### config.mk
export PLATFORM = sky130hd
export DESIGN_NAME = cpu_run_ctrl
export DESIGN_NICKNAME = d
export VERILOG_FILES = /design/src/rtl/cpu_run_ctrl.sv
export SDC_FILE = /design/constraint.sdc
export NUM_CORES = 1
export LEC_CHECK = 0
export ABC_AREA = 1
export BUFFER_PORTS_ARGS = -buffer_cell sky130_fd_sc_hd__buf_4
export CAP_MARGIN = 20
export CELL_PAD_IN_SITES_DETAIL_PLACEMENT = 0
export CELL_PAD_IN_SITES_GLOBAL_PLACEMENT = 1
export CORE_MARGIN = 2
export CORE_UTILIZATION = 38
export DETAILED_ROUTE_END_ITERATION = 6
export PLACE_DENSITY = 0.9
export SLEW_MARGIN = 20
export SYNTH_ARGS = -nofsm -noshare
export SYNTH_HDL_FRONTEND = slang
export SYNTH_SLANG_ARGS = --single-unit
export TNS_END_PERCENT = 5
### constraint.sdc
create_clock -name clk -period 2.65 [get_ports clk]
set_input_delay 0.1325 -clock clk [delete_from_list [all_inputs] [get_ports clk]]
set_output_delay 0.1325 -clock clk [all_outputs]
set_load 0.02 [all_outputs]
### src/rtl/cpu_run_ctrl.sv
`timescale 1ns/1ps
// cpu_run_ctrl: run/step/halt sequencer for the 4-bit CPU datapath.
// Issues a one-cycle cpu_en per instruction; stops on breakpoint or self-loop.
module cpu_run_ctrl #(
    parameter int CLK_DIV = 4,
    parameter int ADDR_W  = 4,
    parameter int OP_W    = 4,
    parameter int CNT_W   = 8
) (
    input  logic              clk,
    input  logic              rst_n,
    input  logic              run_req,
    input  logic              halt_req,
    input  logic              step_req,
    input  logic              bp_en,
    input  logic [ADDR_W-1:0] bp_addr,
    input  logic [ADDR_W-1:0] pc,
    input  logic [OP_W-1:0]   op,
    input  logic [ADDR_W-1:0] imm,
    output logic              cpu_en,
    output logic [1:0]        state,
    output logic [1:0]        halt_cause,
    output logic              step_done,
    output logic [CNT_W-1:0]  instr_count
);

    localparam int DIV_W = (CLK_DIV > 2) ? $clog2(CLK_DIV) : 1;
    localparam logic [DIV_W-1:0] DIV_LAST  = DIV_W'(CLK_DIV - 1);
    localparam logic [OP_W-1:0]  OP_JMP_IM = {OP_W{1'b1}};

    typedef enum logic [1:0] {
        S_HALT = 2'b00,
        S_RUN  = 2'b01,
        S_STEP = 2'b10
    } state_t;

    typedef enum logic [1:0] {
        C_NONE = 2'b00,
        C_BP   = 2'b01,
        C_LOOP = 2'b10
    } cause_t;

    state_t           state_q, state_d;
    cause_t           cause_q, cause_d;
    logic [DIV_W-1:0] div_cnt, div_d;
    logic             skip_chk, skip_d;
    logic             en_q, en_d;
    logic             sd_q, sd_d;
    logic             slot;
    logic             bp_hit;
    logic             loop_hit;

    // Resume skips the checks once so a stopped instruction can execute.
    assign slot     = (div_cnt == DIV_LAST);
    assign bp_hit   = bp_en && (pc == bp_addr) && !skip_chk;
    assign loop_hit = (op == OP_JMP_IM) && (imm == pc) && !skip_chk;

    // State register and registered outputs.
    always_ff @(posedge clk or negedge rst_n) begin
        if (!rst_n) begin
            state_q  <= S_HALT;
            cause_q  <= C_NONE;
            div_cnt  <= '0;
            skip_chk <= 1'b0;
            en_q     <= 1'b0;
            sd_q     <= 1'b0;
        end else begin
            state_q  <= state_d;
            cause_q  <= cause_d;
            div_cnt  <= div_d;
            skip_chk <= skip_d;
            en_q     <= en_d;
            sd_q     <= sd_d;
        end
    end

    // Next state: request priority in HALT, slot decisions in RUN.
    always_comb begin
        state_d = state_q;
        cause_d = cause_q;
        div_d   = div_cnt;
        skip_d  = skip_chk;
        en_d    = 1'b0;
        sd_d    = 1'b0;
        unique case (state_q)
            S_HALT: begin
                if (halt_req) begin
                    state_d = S_HALT;
                end else if (step_req) begin
                    state_d = S_STEP;
                    cause_d = C_NONE;
                end else if (run_req) begin
                    state_d = S_RUN;
                    cause_d = C_NONE;
                    div_d   = '0;
                    skip_d  = 1'b1;
                end
            end
            S_STEP: begin
                state_d = S_HALT;
                if (!halt_req) begin
                    en_d = 1'b1;
                    sd_d = 1'b1;
                end
            end
            S_RUN: begin
                if (slot) begin
                    div_d = '0;
                    if (halt_req) begin
                        state_d = S_HALT;
                        cause_d = C_NONE;
                    end else if (bp_hit) begin
                        state_d = S_HALT;
                        cause_d = C_BP;
                    end else if (loop_hit) begin
                        state_d = S_HALT;
                        cause_d = C_LOOP;
                    end else begin
                        en_d   = 1'b1;
                        skip_d = 1'b0;
                    end
                end else begin
                    div_d = div_cnt + 1'b1;
                    if (halt_req) begin
                        state_d = S_HALT;
                        cause_d = C_NONE;
                    end
                end
            end
            default: begin
                state_d = S_HALT;
                cause_d = C_NONE;
            end
        endcase
    end

    // Retired-instruction counter, one per cycle with cpu_en high.
    always_ff @(posedge clk or negedge rst_n) begin
        if (!rst_n) begin
            instr_count <= '0;
        end else if (en_q) begin
            instr_count <= instr_count + 1'b1;
        end
    end

`ifndef SYNTHESIS
    // Slots shorter than 2 cycles give the datapath no time to settle.
    always_ff @(posedge clk) begin
        assert (CLK_DIV >= 2)
        else $error("cpu_run_ctrl: CLK_DIV must be >= 2");
    end
`endif

    assign cpu_en     = en_q;
    assign step_done  = sd_q;
    assign state      = state_q;
    assign halt_cause = cause_q;

endmodule

==> results of run 1 <==
==> per-layer routing <==
layer / wire, um / GRT usage, %
met1: 981 / 18.3
met4: 26 / 3.99
met2: 1090 / 27.7
met3: 92 / 3.92
met5: 0 / 0
==> area by class of cell <==
class / instances / area, um^2 / share of cell area [%]
timing repair buffer: 36 / 273 / 19.5
multi-input combinational: 91 / 547 / 39.0
inverter: 24 / 90.1 / 6.43
sequential: 17 / 425 / 30.4
clock inverter: 1 / 5.00 / 0.357
clock buffer: 3 / 22.5 / 1.61
tap: 31 / 38.8 / 2.77
==> worst reg2reg max path, cell delays in order (launching register included) <==
cell,delay (ns)
dfrtp_1,0.43
inv_1,0.10
ha_1,0.24
inv_1,0.09
nor3_2,0.14
nand2_1,0.12
o21ai_2,0.11
nand4_1,0.12
nand2_1,0.07
o21ai_1,0.06
==> cells in the mapped netlist (all sizes together) <==
| master | n |
|---|---|
| a21boi | 1 |
| a21oi | 2 |
| dfrtp | 17 |
| ha | 5 |
| inv | 24 |
| mux2 | 1 |
| nand2 | 36 |
| nand3 | 9 |
| nand4 | 10 |
| nor2 | 12 |
| nor3 | 2 |
| o21ai | 6 |
| xnor2 | 3 |
| xor2 | 4 |
==> worst paths after layout <==
kind	to	depth (start not counted)
max reg2reg	skip_chk	9
min in group asynchronous	instr_count[3]	2
min reg2reg	instr_count[7]	1
max in group asynchronous	state[1]	2
min	state[0]	4
max	skip_chk	9
==> power breakdown <==
group          internal [mW]  switching (mW)
logic                  0.110           0.145
clock network         0.0561          0.0791
registers              0.294          0.0342
total                  0.460           0.258
==> kinds of logic after synthesis <==
group           Yosys count  share of synthesized area [%]
simple gates             69                           33.9
buf+inv                  24                           8.48
flops                    17                           40.0
compound gates            9                           4.83
xor+xnor                  7                           5.77
fa+ha+maj                 5                           5.89
mux                       1                           1.06
==> per-stage QoR <==
step                utilization [%]  cells  setup WS, ns
finish                         51.7    203          1.08
global route                   51.7    203         0.938
CTS                            51.7    203          1.09
detailed placement             50.3    198          1.10
global placement               50.3    198          1.19
floorplan                         -    132          1.18
==> flip-flops by register name, indices dropped and copies added, names as in the netlist <==
| name | flops |
|---|---|
| cpu_en | 1 |
| state | 2 |
| step_done | 1 |
| div_cnt | 2 |
| instr_count | 8 |
| halt_cause | 2 |
| skip_chk | 1 |
==> repair_timing <==
action / 4_1_cts / 5_1_grt
setup endpoints to repair: 0 / 0
hold buffers: 1 / 0
endpoints found under the hold margin: 17 / 0
setup buffers: 0 / 0
==> flow_metrics.py, run 1 <==
metrics = {
    "detailed_routing": {
        "final_antenna_net_count": 0,
        "initialDrtViolationCount": 26,
        "firstDrtPassIters": 4,
        "via_per_inst": 4.76,
        "drcViolationCount": 0,
        "drt-total-wl_um": 2190,
        "dr_total_vias": 967,
        "drt-wirelength-per-cell_um": 10.8,
    },
    "clocking": {
        "cts.clk_slew.worst_paths_ns": 0.10,
        "cts_buffers": 3,
        "cts_resized": 0,
        "ctsLongestPathBuffers": 2,
        "clock_latency_ns": 0.29,
        "root_buffer": "clkbuf_4",
        "clock-sinks": 17,
        "cts_tree": "done",
        "htree_levels": 1,
    },
    "power": {
        "power_uw": 718,
        "power_density_mw_per_mm2": 512,
        "leakagePower_nw": 0.780,
        "vdd_drop_max_v": 0.000470,
    },
    "worst_setup_path": {
        "path_delay_family": "simple AND/OR/NAND/NOR gates",
        "start_kind": "register",
        "path_class": "reg2reg",
        "reg2reg_setup_slack_ns": 1.08,
        "cp.arrival_ns": 1.75,
        "cp-end-kind": "register",
        "crit_path_cell_trace": "inv_1 > ha_1 > inv_1 > nor3_2 > nand2_1 > o21ai_2 > nand4_1 > nand2_1 > o21ai_1",
        "timing.critical_path.buf_inv": 2,
        "crit_fanout": 5,
        "cpMaxStageDelayCell": "dfrtp_1",
        "rr_startpoint": "state[0]",
        "cp-startpoint": "state[0]",
        "cp_slowest_stage_delay_ns": 0.43,
        "worstPathRequired_ns": 2.83,
    },
    "yosys": {
        "synth_seq_area_share_pct": 40.0,
        "ys_ff_latch": 17,
        "synth.area.top_cells": "dfrtp_1, nand2_1, inv_1",
        "netlist_instances": 132,
        "postSynthAreaPerCell_um2": 8.05,
        "synth_area_mm2": 0.00106,
        "syn-num-nets": 159,
        "synth_top_area_share_pct": 40.0,
        "synth_cell_types": 23,
        "synth_largest_area_cell": "dfrtp_1",
        "ys_warn_count": 0,
    },
    "grt": {
        "grt_usage_pct": 15.5,
        "grt_pass1_vias": 968,
        "grt.overflow.total": 0,
        "grt_max_degree": 18,
        "grt_pass1_wl_um": 4000,
        "antenna_found_initial": 0,
    },
    "cells_and_area": {
        "syn_to_final_growth_pct": 31.9,
        "final_cell_area_mm2": 0.00140,
        "fillerInstances": 278,
        "layout_commonest_cell": "buf_4",
        "layout.nets": 200,
        "layout-drive-gt1-share_pct": 32.6,
        "insertedDiodeCount": 0,
        "most-common-layout-cells": "buf_4, nand2_1, inv_1",
    },
    "floorplanning": {
        "chipHeight_um": 56.9,
        "num_rows": 19,
        "num_io_pins": 36,
        "die_area_mm2": 0.00323,
        "die_width_um": 56.9,
        "start_util_pct": 39.2,
        "core-area_mm2": 0.00271,
    },
    "outcome": {
        "outcome": "finished, final reports clean",
    },
    "flow_run": {
        "drv_cap": 0,
    },
    "place": {
        "post_dp_cell_area_mm2": 0.00136,
        "numPortBuffers": 35,
        "dp_hpwl_um": 1830,
        "globalplace.congestion": 0.771,
    },
    "timing": {
        "max_clock_freq_mhz": 636,
        "fin_tns_setup_ns": 0,
        "grt_setup_unrepaired": "no",
        "layout_min_cycle_time_ns": 1.57,
        "whs_ns": 0.152,
        "final-setup-viol-count": 0,
        "worstMarginPinSlew_ns": 0.317,
        "hold_viol": 0,
        "period_share_pct": 59.3,
        "slew_viol_final": 0,
        "relSlewSlack_pct": 78.8,
        "finClkSkew_ns": 0.00453,
    },
    "worst_hold_path": {
        "hold_start": "step_req",
        "worst_hold_path_type": "in2reg",
    },
}
No activity file was read; power rests on OpenSTA's default activity.
==> run 2: changes to the inputs <==
Settings changed: CORE_UTILIZATION 38 to 32, PLACE_DENSITY 0.9 to 0.81.
Clock period 2.65 ns to 1.3 ns, I/O delays scaled along.
==> run 2 against run 1 <==
The run now ends with setup timing left. Clock power rose by 100%. Fmax up 15%. Critical path depth is the same. Non-clock buffer count grew 8. Cell count increased by 10%. Worst setup slack got worse by 1.1 ns. Flip-flop and latch count stayed put. Register-to-register slack got worse by 1.1 ns. Combinational power rose to 2.6 times the previous value. First-iteration DRC count shrank 12%. Sequential share of layout area is 2.5 points lower. Critical endpoint unchanged.
==> flow_metrics.py, run 2 (synthesis gave the netlist of run 1 again) <==
metrics = {
    "grt": {
        "grt_usage_pct": 14.7,
        "antenna_found_initial": 0,
        "grt_pass1_vias": 986,
        "grt_pass1_wl_um": 4040,
        "grt.overflow.total": 0,
        "grt_max_degree": 18,
    },
    "cells_and_area": {
        "insertedDiodeCount": 0,
        "stdcell_count": 224,
        "layout-drive-gt1-share_pct": 42.8,
        "layout_commonest_cell": "buf_4",
        "most-common-layout-cells": "buf_4, nand2_1, inv_1",
        "layout.nets": 208,
        "fillerInstances": 325,
        "syn_to_final_growth_pct": 44.6,
        "largest_reg_flops": 8,
        "regMostFlops": "instr_count",
        "final_cell_area_mm2": 0.00154,
    },
    "place": {
        "globalplace.congestion": 0.817,
        "post_dp_cell_area_mm2": 0.00144,
        "dp_hpwl_um": 1970,
        "dp_cells": 217,
        "numPortBuffers": 35,
        "dp_slack_ns": -0.119,
    },
    "clocking": {
        "cts_tree": "done",
        "cts_buffers": 3,
        "clock_latency_ns": 0.29,
        "root_buffer": "clkbuf_4",
        "htree_levels": 1,
        "ctsLongestPathBuffers": 2,
        "cts.clk_slew.worst_paths_ns": 0.09,
        "clock-sinks": 17,
    },
    "timing": {
        "layout_min_cycle_time_ns": 1.37,
        "period_share_pct": 105,
        "whs_ns": 0.115,
        "hold_viol": 0,
        "max_clock_freq_mhz": 730,
        "grt_setup_unrepaired": "yes",
        "finClkSkew_ns": 0.00552,
        "final-setup-viol-count": 7,
        "worstMarginPinSlew_ns": 0.277,
        "slew_viol_final": 0,
        "fin_tns_setup_ns": -0.199,
        "worst_slack_ns": -0.0705,
        "relSlewSlack_pct": 81.5,
    },
    "power": {
        "power_density_mw_per_mm2": 1040,
        "vdd_drop_max_v": 0.000597,
        "leakagePower_nw": 0.820,
    },
    "floorplanning": {
        "die_width_um": 61.6,
        "start_util_pct": 34.2,
        "die_area_mm2": 0.00380,
        "num_rows": 20,
        "num_io_pins": 36,
        "chipHeight_um": 61.6,
        "core-area_mm2": 0.00310,
    },
    "detailed_routing": {
        "initialDrtViolationCount": 23,
        "drt-total-wl_um": 2350,
        "dr_total_vias": 998,
        "firstDrtPassIters": 2,
        "drcViolationCount": 0,
        "drt-wirelength-per-cell_um": 10.5,
        "via_per_inst": 4.46,
        "final_antenna_net_count": 0,
    },
    "worst_setup_path": {
        "worstPathRequired_ns": 1.49,
        "path_class": "reg2reg",
        "start_kind": "register",
        "cp-end-kind": "register",
        "cp.arrival_ns": 1.56,
        "crit_fanout": 4,
    },
    "outcome": {
        "outcome": "finished with violations",
        "violations": "setup timing",
    },
    "flow_run": {
        "drv_cap": 0,
    },
    "worst_hold_path": {
        "worst_hold_path_type": "in2reg",
    },
}
[run 2: cell count changes in the layout (fill, tap and decap cells not counted), sizes merged]
cell	change
buf	+8
clkbuf	+1
clkinv	-1
[run 2: through the flow]
step / util (%) / power (mW)
6_report: 49.5 / 1.60
4_1_cts: 47.9 / 1.57
3_5_place_dp: 46.5 / 1.28
2_1_floorplan: - / 0.998
3_3_place_gp: 46.5 / 1.25
5_1_grt: 49.5 / 1.72
[run 2: per-layer routing]
layer / vias up / GRT usage (%) / part of all wire, % / wire length, um
met5: - / 0 / 0 / 0
met4: 0 / 5.17 / 1.4 / 32
met3: 5 / 4.83 / 4.2 / 98
met2: 13 / 26.0 / 54 / 1280
met1: 466 / 16.3 / 40 / 945
li1: 514 / - / - / -
[run 2: worst paths after layout]
check / from / to / slack, ns / cells after the start
setup / recovery: state[1] / skip_chk / -0.07 / 9
hold / removal: step_req / state[0] / 0.12 / 4
setup reg to reg: state[1] / skip_chk / -0.07 / 9
hold reg to reg: halt_cause[1] / halt_cause[1] / 0.49 / 2
max in group asynchronous: rst_n / state[1] / 0.94 / 2
min in group asynchronous: rst_n / instr_count[3] / 0.16 / 2
[run 2: repair_timing]
action,in CTS,in global routing
endpoints found under the setup margin,8,9
gates resized for setup,4,11
pin swaps,2,3
buffers inserted,1,1
hold buffers,1,0
hold endpoints to repair,17,0
[run 2: layout make-up]
cell class,count,area (um^2),area share (%)
Multi-Input combinational cell,91,602,39.2
Sequential cell,17,428,27.9
Timing Repair Buffer,44,333,21.7
Inverter,24,92.6,6.03
Tap cell,44,55.1,3.58
Clock buffer,4,26.3,1.71
[run 2: worst max-delay path: stages, from the launching register on]
cell and delay [ns]:
dfrtp_2 0.43, inv_4 0.08, ha_4 0.15, inv_2 0.05, nor3_4 0.13, nand2_2 0.10
o21ai_4 0.09, nand4_1 0.11, nand2_1 0.08, o21ai_1 0.06
[run 2: report_power, final]
part           internal (mW)  leakage [nW]  total [mW]  switching [mW]
Clock                  0.119        0.0150       0.276           0.157
Sequential             0.601         0.225       0.667          0.0654
Combinational          0.312         0.581       0.653           0.341
Total                   1.03         0.820        1.60           0.563
